==> config.mk <==
export PLATFORM = sky130hd
export DESIGN_NAME = conv_accumulator_flat
export DESIGN_NICKNAME = d
export VERILOG_FILES = /design/src/rtl/conv_accumulator_if.sv /design/src/rtl/conv_accumulator.sv /design/src/flat_wrapper.sv
export SDC_FILE = /design/constraint.sdc
export NUM_CORES = 1
export LEC_CHECK = 0
export ABC_CLOCK_PERIOD_IN_PS = 3200
export CORE_UTILIZATION = 52
export DETAILED_ROUTE_END_ITERATION = 10
export PLACE_DENSITY = 0.82
export SLEW_MARGIN = 5
export SYNTH_ARGS = -nofsm -noshare
export SYNTH_HDL_FRONTEND = slang
export SYNTH_SLANG_ARGS = --single-unit
==> constraint.sdc <==
create_clock -name clk -period 3.2 [get_ports clk]
set_clock_uncertainty 0.15 [all_clocks]
set_input_delay 0.48 -clock clk [delete_from_list [all_inputs] [get_ports clk]]
set_output_delay 0.48 -clock clk [all_outputs]
set_load 0.02 [all_outputs]
==> src/rtl/conv_accumulator_if.sv <==
// Handshake bundle for conv_accumulator: partial-sum input stream and finished-pixel output stream.
// master = upstream ALU / downstream store side, slave = accumulator side.
interface conv_accumulator_if;
  logic        in_valid;
  logic [31:0] in_data;
  logic        in_ready;
  logic        out_valid;
  logic        out_ready;
  logic [31:0] out_data;
  logic        out_sat;

  modport master (
    output in_valid, in_data, out_ready,
    input  in_ready, out_valid, out_data, out_sat
  );

  modport slave (
    input  in_valid, in_data, out_ready,
    output in_ready, out_valid, out_data, out_sat
  );
endinterface

==> src/rtl/conv_accumulator.sv <==
// Convolution accumulator: sums num_terms signed partials onto a bias and emits one 32-bit saturated result.
// Optional macro CONV_ACC_RELU_EN zeroes negative results after saturation (out_sat unaffected).
module conv_accumulator #(
  parameter int ACC_W = 40,
  parameter int CNT_W = 8
) (
  input  logic                     clk,
  input  logic                     rst,
  input  logic                     start,
  input  logic [CNT_W-1:0]         num_terms,
  input  logic [31:0]              bias,
  conv_accumulator_if.slave        bus,
  output logic                     busy
);

  typedef enum logic [1:0] {IDLE, ACCUM, DONE} state_t;

  state_t                  state, state_nxt;
  logic signed [ACC_W-1:0] acc;
  logic [CNT_W-1:0]        cnt;
  logic [CNT_W-1:0]        terms;
  logic                    accept;
  logic                    last;
  logic [ACC_W-32:0]       upper;
  logic                    in_range;
  logic [31:0]             sat_data;
  logic                    sat_flag;

  function automatic logic signed [ACC_W-1:0] sext32(input logic [31:0] v);
    return {{(ACC_W-32){v[31]}}, v};
  endfunction

  assign accept = (state == ACCUM) && bus.in_valid;
  assign last   = (cnt == terms - CNT_W'(1));

  // NOTE: clocked state uses non-blocking assignments so every register samples pre-edge values.
  always_ff @(posedge clk) begin
    if (rst) state <= IDLE;
    else     state <= state_nxt;
  end

  // NOTE: defaulting every always_comb output first keeps any path from inferring a latch.
  always_comb begin
    state_nxt = state;
    case (state)
      IDLE:    if (start) state_nxt = (num_terms == '0) ? DONE : ACCUM;
      ACCUM:   if (accept && last) state_nxt = DONE;
      DONE:    if (bus.out_ready) state_nxt = IDLE;
      default: state_nxt = IDLE;
    endcase
  end

  // Accumulator is sized so the worst-case job can never wrap; only the output clamps.
  always_ff @(posedge clk) begin
    if (rst) begin
      acc   <= '0;
      cnt   <= '0;
      terms <= '0;
    end else if (state == IDLE && start) begin
      acc   <= sext32(bias);
      cnt   <= '0;
      terms <= num_terms;
    end else if (accept) begin
      acc <= acc + sext32(bus.in_data);
      cnt <= cnt + CNT_W'(1);
    end
  end

  // acc fits in 32 bits exactly when bits [ACC_W-1:31] are all copies of the sign.
  assign upper    = acc[ACC_W-1:31];
  assign in_range = (&upper) || !(|upper);

  always_comb begin
    sat_flag = !in_range;
    if (in_range)          sat_data = acc[31:0];
    else if (acc[ACC_W-1]) sat_data = 32'h8000_0000;
    else                   sat_data = 32'h7FFF_FFFF;
  end

  always_comb begin
    bus.in_ready  = 1'b0;
    bus.out_valid = 1'b0;
    bus.out_data  = '0;
    bus.out_sat   = 1'b0;
    busy          = (state != IDLE);
    case (state)
      ACCUM: bus.in_ready = 1'b1;
      DONE: begin
        bus.out_valid = 1'b1;
        bus.out_sat   = sat_flag;
`ifdef CONV_ACC_RELU_EN
        bus.out_data  = sat_data[31] ? 32'h0 : sat_data;
`else
        bus.out_data  = sat_data;
`endif
      end
      default: ;
    endcase
  end

endmodule

==> src/flat_wrapper.sv <==
// flat-port wrapper written by rule: the top's interface ports become plain ports
module conv_accumulator_flat 
#(
  parameter int ACC_W = 40,
  parameter int CNT_W = 8
)
  (clk, rst, start, num_terms, bias, busy, bus_in_valid, bus_in_data, bus_out_ready, bus_in_ready, bus_out_valid, bus_out_data, bus_out_sat);
  conv_accumulator_if bus_i ();
  input  logic clk;
  input  logic rst;
  input  logic start;
  input  logic [CNT_W-1:0] num_terms;
  input  logic [31:0] bias;
  output logic busy;
  input wire logic [$bits(bus_i.in_valid)-1:0] bus_in_valid;
  input wire logic [$bits(bus_i.in_data)-1:0] bus_in_data;
  input wire logic [$bits(bus_i.out_ready)-1:0] bus_out_ready;
  output wire logic [$bits(bus_i.in_ready)-1:0] bus_in_ready;
  output wire logic [$bits(bus_i.out_valid)-1:0] bus_out_valid;
  output wire logic [$bits(bus_i.out_data)-1:0] bus_out_data;
  output wire logic [$bits(bus_i.out_sat)-1:0] bus_out_sat;
  assign bus_i.in_valid = bus_in_valid;
  assign bus_i.in_data = bus_in_data;
  assign bus_i.out_ready = bus_out_ready;
  assign bus_in_ready = bus_i.in_ready;
  assign bus_out_valid = bus_i.out_valid;
  assign bus_out_data = bus_i.out_data;
  assign bus_out_sat = bus_i.out_sat;
  conv_accumulator #(.ACC_W(ACC_W), .CNT_W(CNT_W)) u_core (.clk(clk), .rst(rst), .start(start), .num_terms(num_terms), .bias(bias), .bus(bus_i), .busy(busy));
endmodule
==> flow_metrics.py, run 1 <==
metrics = {
    "synthesis": {
        "ys_ff_latch": 58,
        "ys_async_sr_fraction_pct": 0,
        "synth_fp_nets": 818,
        "synth_top_cells_by_count": "nand2_1 (90), a21oi_1 (74), nor2_1 (69)",
        "synth-seq-area-share_pct": 22.50,
        "yosysMostFrequentCell": "nand2_1",
        "ys_types": 64,
        "syn_inst": 699,
        "syn_area_per_cell_sq_um": 7.382,
        "synth_top_cell_by_area": "dfxtp_1",
        "synth-main-ff-cell": "dfxtp_1",
        "synth_warnings": 0,
        "yosys-top-cells-area": "dfxtp_1 (23%), ha_1 (9.9%), a21oi_1 (7.2%)",
        "synth_top_area_share_pct": 22.50,
        "netlist_area_sq_um": 5160,
        "synth_edf_count": 0,
    },
    "die": {
        "die_area_sq_um": 10330,
        "die_height_um": 101.6,
        "start_util_pct": 54.80,
        "core_sq_um": 9415,
        "num_io_pins": 113,
        "row_count": 35,
        "fp.dieW_um": 101.6,
    },
    "grt": {
        "overflow": 0,
        "antenna_found_initial": 0,
        "first_global_vias": 6133,
        "grt_pass1_wl_um": 28900,
        "grt_use_total_pct": 35.40,
        "grt_max_degree": 45,
    },
    "routing": {
        "dr.pass1.iters": 5,
        "via_per_inst": 6.054,
        "antenna_left": 0,
        "vias": 6108,
        "remaining_drc_errors": 0,
        "wire_per_inst_um": 17.68,
        "routed_wl_um": 17840,
        "drtIter0Drc": 299,
    },
    "timing": {
        "post-route-min-period_ns": 3.104,
        "setup_slack_ns": 0.09644,
        "relSlewSlack_pct": 52.30,
        "finalSetupViolCount": 0,
        "fin_crit_sh_pct": 96.99,
        "setup_tns_ns": 0,
        "tightest_slew_ns": 0.7155,
        "fmax_ghz": 0.3222,
        "final_max_slew_viol_count": 0,
        "hold_viol": 0,
    },
    "worst_setup_path": {
        "crit_chain": "dlygate4sd2_1 > ha_2 > inv_2 > fa_2 > and2b_1 > o211ai_1 > a31oi_4 > a211o_1 > a311o_1 > a31o_2 > or2_1 > o2111ai_2 > a211oi_2",
        "crit_path_max_incr_delay_ns": 0.34,
        "critPathLaunchType": "primary input",
        "reg2reg_depth": 12,
        "reg2reg_slack_ns": 0.11,
        "cp_top_family": "compound AO/OA/AOI/OAI gates",
        "cp_max_fo": 3,
        "worst_ep_required_time_ns": 3.25,
        "rr_startpoint": "u_core.acc[0]",
        "crit_type": "primary input to flop",
        "slowest_stage": "a311o_1",
        "end_kind": "flop",
        "arrival_ns": 3.15,
        "rr_endpoint": "u_core.acc[38]",
        "cp_num_buf_inv": 2,
    },
    "worst_hold_path": {
        "min_from": "u_core.terms[7]",
        "hold_depth": 2,
        "whs_endpoint": "u_core.terms[7]",
        "hold_class": "flop to flop",
    },
    "final_layout": {
        "n_fill_cell": 713,
        "utilization_pct": 77.53,
        "n_antenna_cell": 0,
        "syn2layout_area_growth_pct": 41.46,
        "drive_gt1_share_pct": 15.68,
        "nNetsFinal": 994,
    },
    "run": {
        "cap_violations": 0,
    },
    "cts": {
        "clk_pin_slew_ns": 0.08,
        "htreeDepth": 3,
        "clock_sinks": 58,
        "cts_buffers": 9,
        "ctsHoldBuffers": 0,
        "clock_path_buffers": 2,
        "tritoncts": "built",
        "clock_latency_ns": 0.35,
        "clockRootBuffer": "clkbuf_8",
    },
    "power_and_ir_drop": {
        "peakVddDrop_v": 0.0002449,
        "p_leak_nw": 3.253,
        "power.density_nw_per_um2": 426.9,
    },
    "placed_design": {
        "pre_cts_slack_ns": -0.4851,
        "io_buffers": 112,
        "dp_hpwl_um": 13220,
        "gp_congestion": 0.9510,
    },
    "status": {
        "run_status": "finished clean",
    },
}
==> cell type report <==
| class | instances | area, sq um | share of cell area [%] |
|---|---|---|---|
| well taps | 129 | 161.4 | 2.211 |
| multi-input cells | 585 | 3857 | 52.85 |
| flip-flops and latches | 58 | 1162 | 15.92 |
| clock buffers | 10 | 137.6 | 1.885 |
| repair buffers | 206 | 1883 | 25.80 |
| clock inverters | 6 | 41.29 | 0.5656 |
| inverters | 15 | 56.30 | 0.7713 |
==> per-layer routing <==
layer / vias to the layer above / wire [um] / global-route usage [%]
li1: 2914 / - / -
met1: 2892 / 7379 / 42.73
met2: 254 / 8753 / 61.17
met3: 48 / 1196 / 5.383
met4: 0 / 507 / 17.39
met5: - / 0 / 0
==> metrics by stage <==
step                total power [mW]  instance area, sq um  hold slack (ns)  cells
floorplan                      1.784                  5160           0.2981    699
global placement               2.355                  6962           0.3068    986
global route                   3.298                  7300           0.3513   1009
finish                         3.116                  7300           0.3242   1009
CTS                            3.078                  7212           0.3224   1007
detailed placement             2.397                  6962           0.3116    986
==> registers in the layout (all words and copies together) (netlist names) <==
| name | count |
|---|---|
| u_core.cnt | 8 |
| u_core.terms | 8 |
| u_core.acc | 40 |
| u_core.state | 2 |
==> timing repair <==
| item | CTS | global route |
|---|---|---|
| setup buffers | 5 | 2 |
| cloned | 0 | 0 |
| endpoints found under the setup margin | 7 | 30 |
| pin swaps | 11 | 9 |
| resized for setup | 13 | 21 |
==> placed cells by master (no fill, tap or decap), types with 14 or more instances in the layout <==
master | Yosys | layout
a211oi_1 | 21 | 20
a21o_1 | 16 | 16
a21oi_1 | 74 | 72
buf_4 | 0 | 92
clkdlybuf4s50_1 | 0 | 92
dfxtp_1 | 58 | 57
dlymetal6s2s_1 | 0 | 16
ha_1 | 41 | 40
nand2_1 | 90 | 89
nand3_1 | 21 | 21
nor2_1 | 69 | 69
o21a_1 | 30 | 30
o21ai_0 | 29 | 29
xnor2_1 | 35 | 35
xor2_1 | 14 | 14
==> logic make-up after synthesis <==
| kind of cell | synth area share (%) |
|---|---|
| DFF | 22.50 |
| buffers and inverters | 4.195 |
| and+or+nand+nor | 22.33 |
| adders and majority gates | 10.33 |
| xor gates and xnor gates | 8.317 |
| AOI/OAI and AO/OA | 31.52 |
| muxes | 0.8002 |
==> report_power, final <==
group          internal (mW)  total (mW)  switching (mW)
clock                  0.302       0.667           0.365
sequential             0.796       0.875          0.0790
combinational          0.751        1.57           0.823
total                   1.85        3.12            1.27
==> worst max path at each step <==
stage | startpoint | end | cells after the start
4_1_cts | bus_in_data[0] | u_core.acc[26] | 13
6_report | bus_in_data[0] | u_core.acc[26] | 13
3_3_place_gp | bus_in_data[0] | u_core.acc[38] | 13
2_1_floorplan | bus_in_data[0] | u_core.acc[32] | 12
5_1_grt | u_core.acc[0] | u_core.acc[38] | 12
3_5_place_dp | bus_in_data[0] | u_core.acc[38] | 13
==> tightest hold or removal path: stages (launching register included) <==
cell,delay (ns)
dfxtp_1,0.33
nand2_1,0.05
a21oi_1,0.05
Power figures use the tool's default switching activity.
==> inputs of run 2 (changes only) <==
--- a/config.mk
+++ b/config.mk
@@ -6,9 +6,11 @@
 export NUM_CORES = 1
 export LEC_CHECK = 0
 export ABC_CLOCK_PERIOD_IN_PS = 3200
-export CORE_UTILIZATION = 52
+export CORE_UTILIZATION = 53
+export CTS_BUF_LIST = sky130_fd_sc_hd__clkbuf_8
 export DETAILED_ROUTE_END_ITERATION = 10
-export PLACE_DENSITY = 0.82
+export PLACE_DENSITY = 0.83
+export SKIP_CTS_REPAIR_TIMING = 1
 export SLEW_MARGIN = 5
 export SYNTH_ARGS = -nofsm -noshare
 export SYNTH_HDL_FRONTEND = slang
==> flow_metrics.py, run 2 (same netlist as run 1, synthesis figures left out) <==
metrics = {
    "placed_design": {
        "gp_congestion": 0.9349,
        "io_buffers": 112,
        "place_area_sq_um": 7024,
        "dp_hpwl_um": 13230,
    },
    "cts": {
        "clock_sinks": 58,
        "clock_path_buffers": 2,
        "clk_pin_slew_ns": 0.09,
        "htreeDepth": 3,
        "cts_buffers": 9,
        "clock_latency_ns": 0.36,
        "clockRootBuffer": "clkbuf_8",
        "tritoncts": "built",
    },
    "final_layout": {
        "nNetsFinal": 1002,
        "layout_commonest_cell": "clkdlybuf4s50_1",
        "drive_gt1_share_pct": 16.78,
        "n_fill_cell": 677,
        "top_regs": "u_core.acc (40), u_core.cnt (8), u_core.terms (8)",
        "top_register": "u_core.acc",
        "stdcell_area_sq_um": 7410,
        "n_antenna_cell": 0,
        "syn2layout_area_growth_pct": 43.60,
        "largest_reg_flops": 40,
        "layout_common_cells": "clkdlybuf4s50_1 (105), buf_4 (100), nand2_1 (89), a21oi_1 (72), nor2_1 (68)",
    },
    "grt": {
        "overflow": 0,
        "grt_use_total_pct": 36.10,
        "grt_max_degree": 58,
        "first_global_vias": 6088,
        "antenna_found_initial": 0,
        "grt_pass1_wl_um": 28930,
    },
    "die": {
        "num_io_pins": 113,
        "fp.dieW_um": 100.7,
        "die_area_sq_um": 10130,
        "start_util_pct": 55.32,
        "core_sq_um": 9328,
        "die_height_um": 100.7,
        "row_count": 35,
    },
    "worst_hold_path": {
        "whs_endpoint": "u_core.terms[7]",
        "hold_depth": 2,
        "hold_class": "flop to flop",
        "min_from": "u_core.terms[7]",
    },
    "status": {
        "violations": "negative setup slack",
        "run_status": "finished with violations",
    },
    "run": {
        "cap_violations": 0,
    },
    "worst_setup_path": {
        "rr_endpoint": "u_core.acc[38]",
        "reg2reg_slack_ns": -0.03,
        "crit_chain": "ha_4 > inv_2 > fa_2 > and2b_1 > o211ai_1 > a31oi_4 > a211o_1 > a311o_1 > a31oi_2 > o31ai_2 > xnor2_1 > a221oi_2",
        "rr_startpoint": "u_core.acc[0]",
        "slowest_stage": "a311o_1",
        "cp_max_fo": 3,
        "reg2reg_depth": 12,
        "crit_type": "flop to flop",
        "worst_ep_required_time_ns": 3.31,
        "end_kind": "flop",
        "critPathLaunchType": "flop",
        "crit_path_max_incr_delay_ns": 0.42,
        "arrival_ns": 3.34,
    },
    "timing": {
        "setup_slack_ns": -0.02709,
        "finalSetupViolCount": 4,
        "fmax_ghz": 0.3099,
        "tightest_slew_ns": 0.7789,
        "fin_crit_sh_pct": 100.8,
        "relSlewSlack_pct": 48.07,
        "final_max_slew_viol_count": 0,
        "hold_viol": 0,
        "rsz0062_at_grt": "true",
        "post-route-min-period_ns": 3.227,
    },
    "routing": {
        "wire_per_inst_um": 18.36,
        "routed_wl_um": 18670,
        "remaining_drc_errors": 0,
        "dr.pass1.iters": 5,
        "drtIter0Drc": 410,
        "via_per_inst": 6.104,
        "vias": 6208,
        "antenna_left": 0,
    },
    "power_and_ir_drop": {
        "power.density_nw_per_um2": 458.3,
        "power_frac_clock_pct": 26.2,
        "p_switching_mw": 1.299,
        "internal-power_mw": 2.097,
        "power_mw": 3.396,
        "peakVddDrop_v": 0.0002520,
        "power_frac_comb_pct": 47.9,
        "p_leak_nw": 3.120,
        "p_sw_share_pct": 38.25,
        "pwr-share-seq_pct": 25.9,
    },
}
run 2: cell count changes in the layout (fill, tap and decap cells not counted), sizes merged:
cell and delta:
clkbuf -1, clkinv +1, bufinv +3, clkinvlp -3, clkdlybuf4s50 +13, dlygate4sd2 -3
buf +8, dlymetal6s2s -10
run 2: layer usage:
metal | GRT usage [%] | wire length [um]
met1 | 43.10 | 7710
met2 | 63.70 | 9180
met3 | 5.548 | 1228
met4 | 16.39 | 550
met5 | 0 | 0
run 2: worst max-delay path, delay by kind of cell, from the launching register on:
kind                     cells  cell delay (ns)
XOR/XNOR                     1             0.15
flip-flops                   1             0.34
AND/OR/NAND/NOR              1             0.20
AO/OA/AOI/OAI                7             1.89
buffers and inverters        1             0.05
adder cells (fa/ha/maj)      2             0.33
run 2: cell type report:
| class | instances | area (sq um) | share of cell area [%] |
|---|---|---|---|
| repair buffers | 214 | 1913 | 25.82 |
| well taps | 129 | 161.4 | 2.178 |
| clock inverters | 7 | 125.1 | 1.689 |
| flip-flops and latches | 58 | 1164 | 15.70 |
| multi-input cells | 585 | 3866 | 52.18 |
| inverters | 15 | 56.30 | 0.7599 |
| clock buffers | 9 | 123.9 | 1.672 |
run 2: how the worst max path moves through the flow:
stage | start | cells past startpoint | end
global placement | bus_in_data[0] | 13 | u_core.acc[32]
global route | u_core.acc[0] | 12 | u_core.acc[38]
CTS | bus_in_data[0] | 13 | u_core.acc[32]
floorplan | bus_in_data[0] | 12 | u_core.acc[32]
finish | u_core.acc[0] | 12 | u_core.acc[38]
detailed placement | bus_in_data[0] | 13 | u_core.acc[32]
run 2: stage by stage:
step                setup slack (ns)  cells  utilization [%]  hold slack (ns)  TNS (ns)
floorplan                     0.1794    699                -           0.2981         0
global placement             -0.3496    996            75.31           0.3050    -3.558
detailed placement           -0.4285    996            75.31           0.3110    -4.802
CTS                          -0.1305   1012            77.97           0.3233   -0.6203
global route                 -0.1660   1017            79.44           0.3516    -1.229
finish                      -0.02709   1017            79.44           0.3187  -0.05018
run 2: power by group through the flow:
stage	Clock (mW)	Sequential (mW)	Combinational [mW]
global placement	0	0.881	1.50
detailed placement	0	0.886	1.54
global route	0.924	0.886	1.76
floorplan	0	0.860	0.924
CTS	0.890	0.870	1.56
finish	0.891	0.878	1.63
==> inputs of run 3 (changes only) <==
--- a/config.mk
+++ b/config.mk
@@ -6,10 +6,11 @@
 export NUM_CORES = 1
 export LEC_CHECK = 0
 export ABC_CLOCK_PERIOD_IN_PS = 3200
-export CORE_UTILIZATION = 53
+export CORE_UTILIZATION = 50
 export CTS_BUF_LIST = sky130_fd_sc_hd__clkbuf_8
 export DETAILED_ROUTE_END_ITERATION = 10
-export PLACE_DENSITY = 0.83
+export HOLD_SLACK_MARGIN = 0.02
+export PLACE_DENSITY = 0.79
 export SKIP_CTS_REPAIR_TIMING = 1
 export SLEW_MARGIN = 5
 export SYNTH_ARGS = -nofsm -noshare
==> flow_metrics.py, run 3 (same netlist as run 1, synthesis figures left out) <==
metrics = {
    "grt": {
        "grt_use_total_pct": 33.39,
        "first_global_vias": 6100,
        "grt_max_degree": 45,
        "antenna_found_initial": 0,
        "grt_pass1_wl_um": 29170,
        "overflow": 0,
    },
    "timing": {
        "fin_crit_sh_pct": 97.68,
        "fmax_ghz": 0.3199,
        "finalSetupViolCount": 0,
        "post-route-min-period_ns": 3.126,
        "hold_ws_ns": 0.3334,
        "rsz0062_at_grt": "true",
        "final_max_slew_viol_count": 0,
        "tightest_slew_ns": 0.6458,
        "relSlewSlack_pct": 56.95,
        "hold_viol": 0,
        "setup_tns_ns": 0,
    },
    "cts": {
        "clock_path_buffers": 2,
        "clock_latency_ns": 0.36,
        "tritoncts": "built",
        "cts_buffers": 9,
        "clockRootBuffer": "clkbuf_8",
        "htreeDepth": 3,
        "clock_sinks": 58,
        "clk_pin_slew_ns": 0.08,
    },
    "final_layout": {
        "n_fill_cell": 753,
        "n_antenna_cell": 0,
        "syn2layout_area_growth_pct": 43.57,
        "nNetsFinal": 992,
        "drive_gt1_share_pct": 15.72,
        "layout_common_cells": "clkdlybuf4s50_1 (100), nand2_1 (89), buf_4 (89), a21oi_1 (73), nor2_1 (69)",
        "top_regs": "u_core.acc (40), u_core.cnt (8), u_core.terms (8)",
        "utilization_pct": 74.76,
        "layout_commonest_cell": "clkdlybuf4s50_1",
        "top_register": "u_core.acc",
        "largest_reg_flops": 40,
    },
    "worst_setup_path": {
        "cp_max_fo": 4,
        "crit_type": "flop to flop",
        "crit_chain": "ha_4 > inv_2 > fa_2 > and2b_1 > o211ai_1 > a31oi_4 > a211o_1 > a311o_1 > a31oi_2 > o31ai_2 > xnor2_1 > a221oi_1",
        "rr_startpoint": "u_core.acc[0]",
        "cp-startpoint": "u_core.acc[0]",
        "arrival_ns": 3.24,
        "critPathLaunchType": "flop",
        "end_kind": "flop",
        "worst_ep_required_time_ns": 3.31,
        "slowest_stage": "a311o_1",
        "crit_path_max_incr_delay_ns": 0.40,
    },
    "routing": {
        "drtIter0Drc": 400,
        "vias": 6032,
        "routed_wl_um": 17960,
        "remaining_drc_errors": 0,
        "wire_per_inst_um": 17.77,
        "antenna_left": 0,
        "via_per_inst": 5.966,
        "dr.pass1.iters": 5,
    },
    "power_and_ir_drop": {
        "power_frac_comb_pct": 46.2,
        "power_frac_clock_pct": 28.2,
        "p_leak_nw": 3.184,
        "p_switching_mw": 1.259,
        "p_sw_share_pct": 36.66,
        "power.density_nw_per_um2": 463.7,
        "internal-power_mw": 2.176,
        "pwr-share-seq_pct": 25.6,
        "peakVddDrop_v": 0.0002640,
    },
    "placed_design": {
        "gp_congestion": 0.9577,
        "io_buffers": 112,
        "dp_hpwl_um": 13100,
    },
    "run": {
        "cap_violations": 0,
    },
    "die": {
        "core_sq_um": 9910,
        "die_area_sq_um": 10730,
        "num_io_pins": 113,
        "die_height_um": 103.6,
        "start_util_pct": 52.07,
        "fp.dieW_um": 103.6,
        "row_count": 36,
    },
    "worst_hold_path": {
        "hold_class": "flop to flop",
        "min_from": "u_core.terms[1]",
    },
    "status": {
        "run_status": "finished clean",
    },
}
run 3: cell count changes in the layout (fill, tap and decap cells not counted), sizes merged:
cell,previous run,this run
buf,103,93
clkdlybuf4s50,105,100
dlymetal6s2s,6,11
bufinv,3,4
clkbuf,9,10
clkinv,3,2
inv,16,15
run 3: metrics by stage:
| stage | worst slack, ns | power (mW) | instance area, sq um | instances |
|---|---|---|---|---|
| 2_1_floorplan | 0.1794 | 1.784 | 5160 | 699 |
| 3_3_place_gp | -0.3179 | 2.367 | 6982 | 992 |
| 3_5_place_dp | -0.3868 | 2.404 | 6982 | 992 |
| 4_1_cts | -0.04400 | 3.370 | 7257 | 1008 |
| 5_1_grt | -0.07745 | 3.605 | 7408 | 1011 |
| 6_report | 0.07420 | 3.435 | 7408 | 1011 |
run 3: layout make-up:
| class | instances | area [sq um] | share of cell area [%] |
|---|---|---|---|
| clock buffer | 10 | 137.6 | 1.858 |
| clock inverter | 6 | 137.6 | 1.858 |
| inverter | 15 | 56.30 | 0.7600 |
| multi-input combinational | 585 | 3884 | 52.42 |
| sequential | 58 | 1164 | 15.71 |
| tap | 133 | 166.4 | 2.246 |
| timing repair buffer | 204 | 1863 | 25.15 |
run 3: power by group through the flow:
stage | clock, mW | combinational [mW] | sequential, mW
after floorplan | 0 | 0.924 | 0.860
after global placement | 0 | 1.49 | 0.882
after detailed placement | 0 | 1.52 | 0.886
after CTS | 0.966 | 1.53 | 0.871
after global routing | 0.997 | 1.72 | 0.885
final | 0.969 | 1.59 | 0.878
run 3: final timing paths:
check	slack, ns	end	cells past startpoint
worst max-delay path	0.07	u_core.acc[38]	12
worst min register to register	0.33	u_core.terms[1]	2
worst max register to register	0.07	u_core.acc[38]	12
worst min-delay path	0.33	u_core.terms[1]	2
run 3: worst max-delay path, delay by kind of cell (launching register included):
kind	cells	cell delay, ns
adders and majority gates	2	0.36
xor gates and xnor gates	1	0.13
DFF	1	0.35
and+or+nand+nor	1	0.19
AOI/OAI and AO/OA	7	1.81
buffers and inverters	1	0.05
run 3: routing by layer:
metal	up-vias	track usage [%]	wire, um
li1	2912	-	-
met1	2815	40.26	7647
met2	263	58.68	8791
met3	42	5.286	1091
met4	0	13.98	432
met5	-	0	0
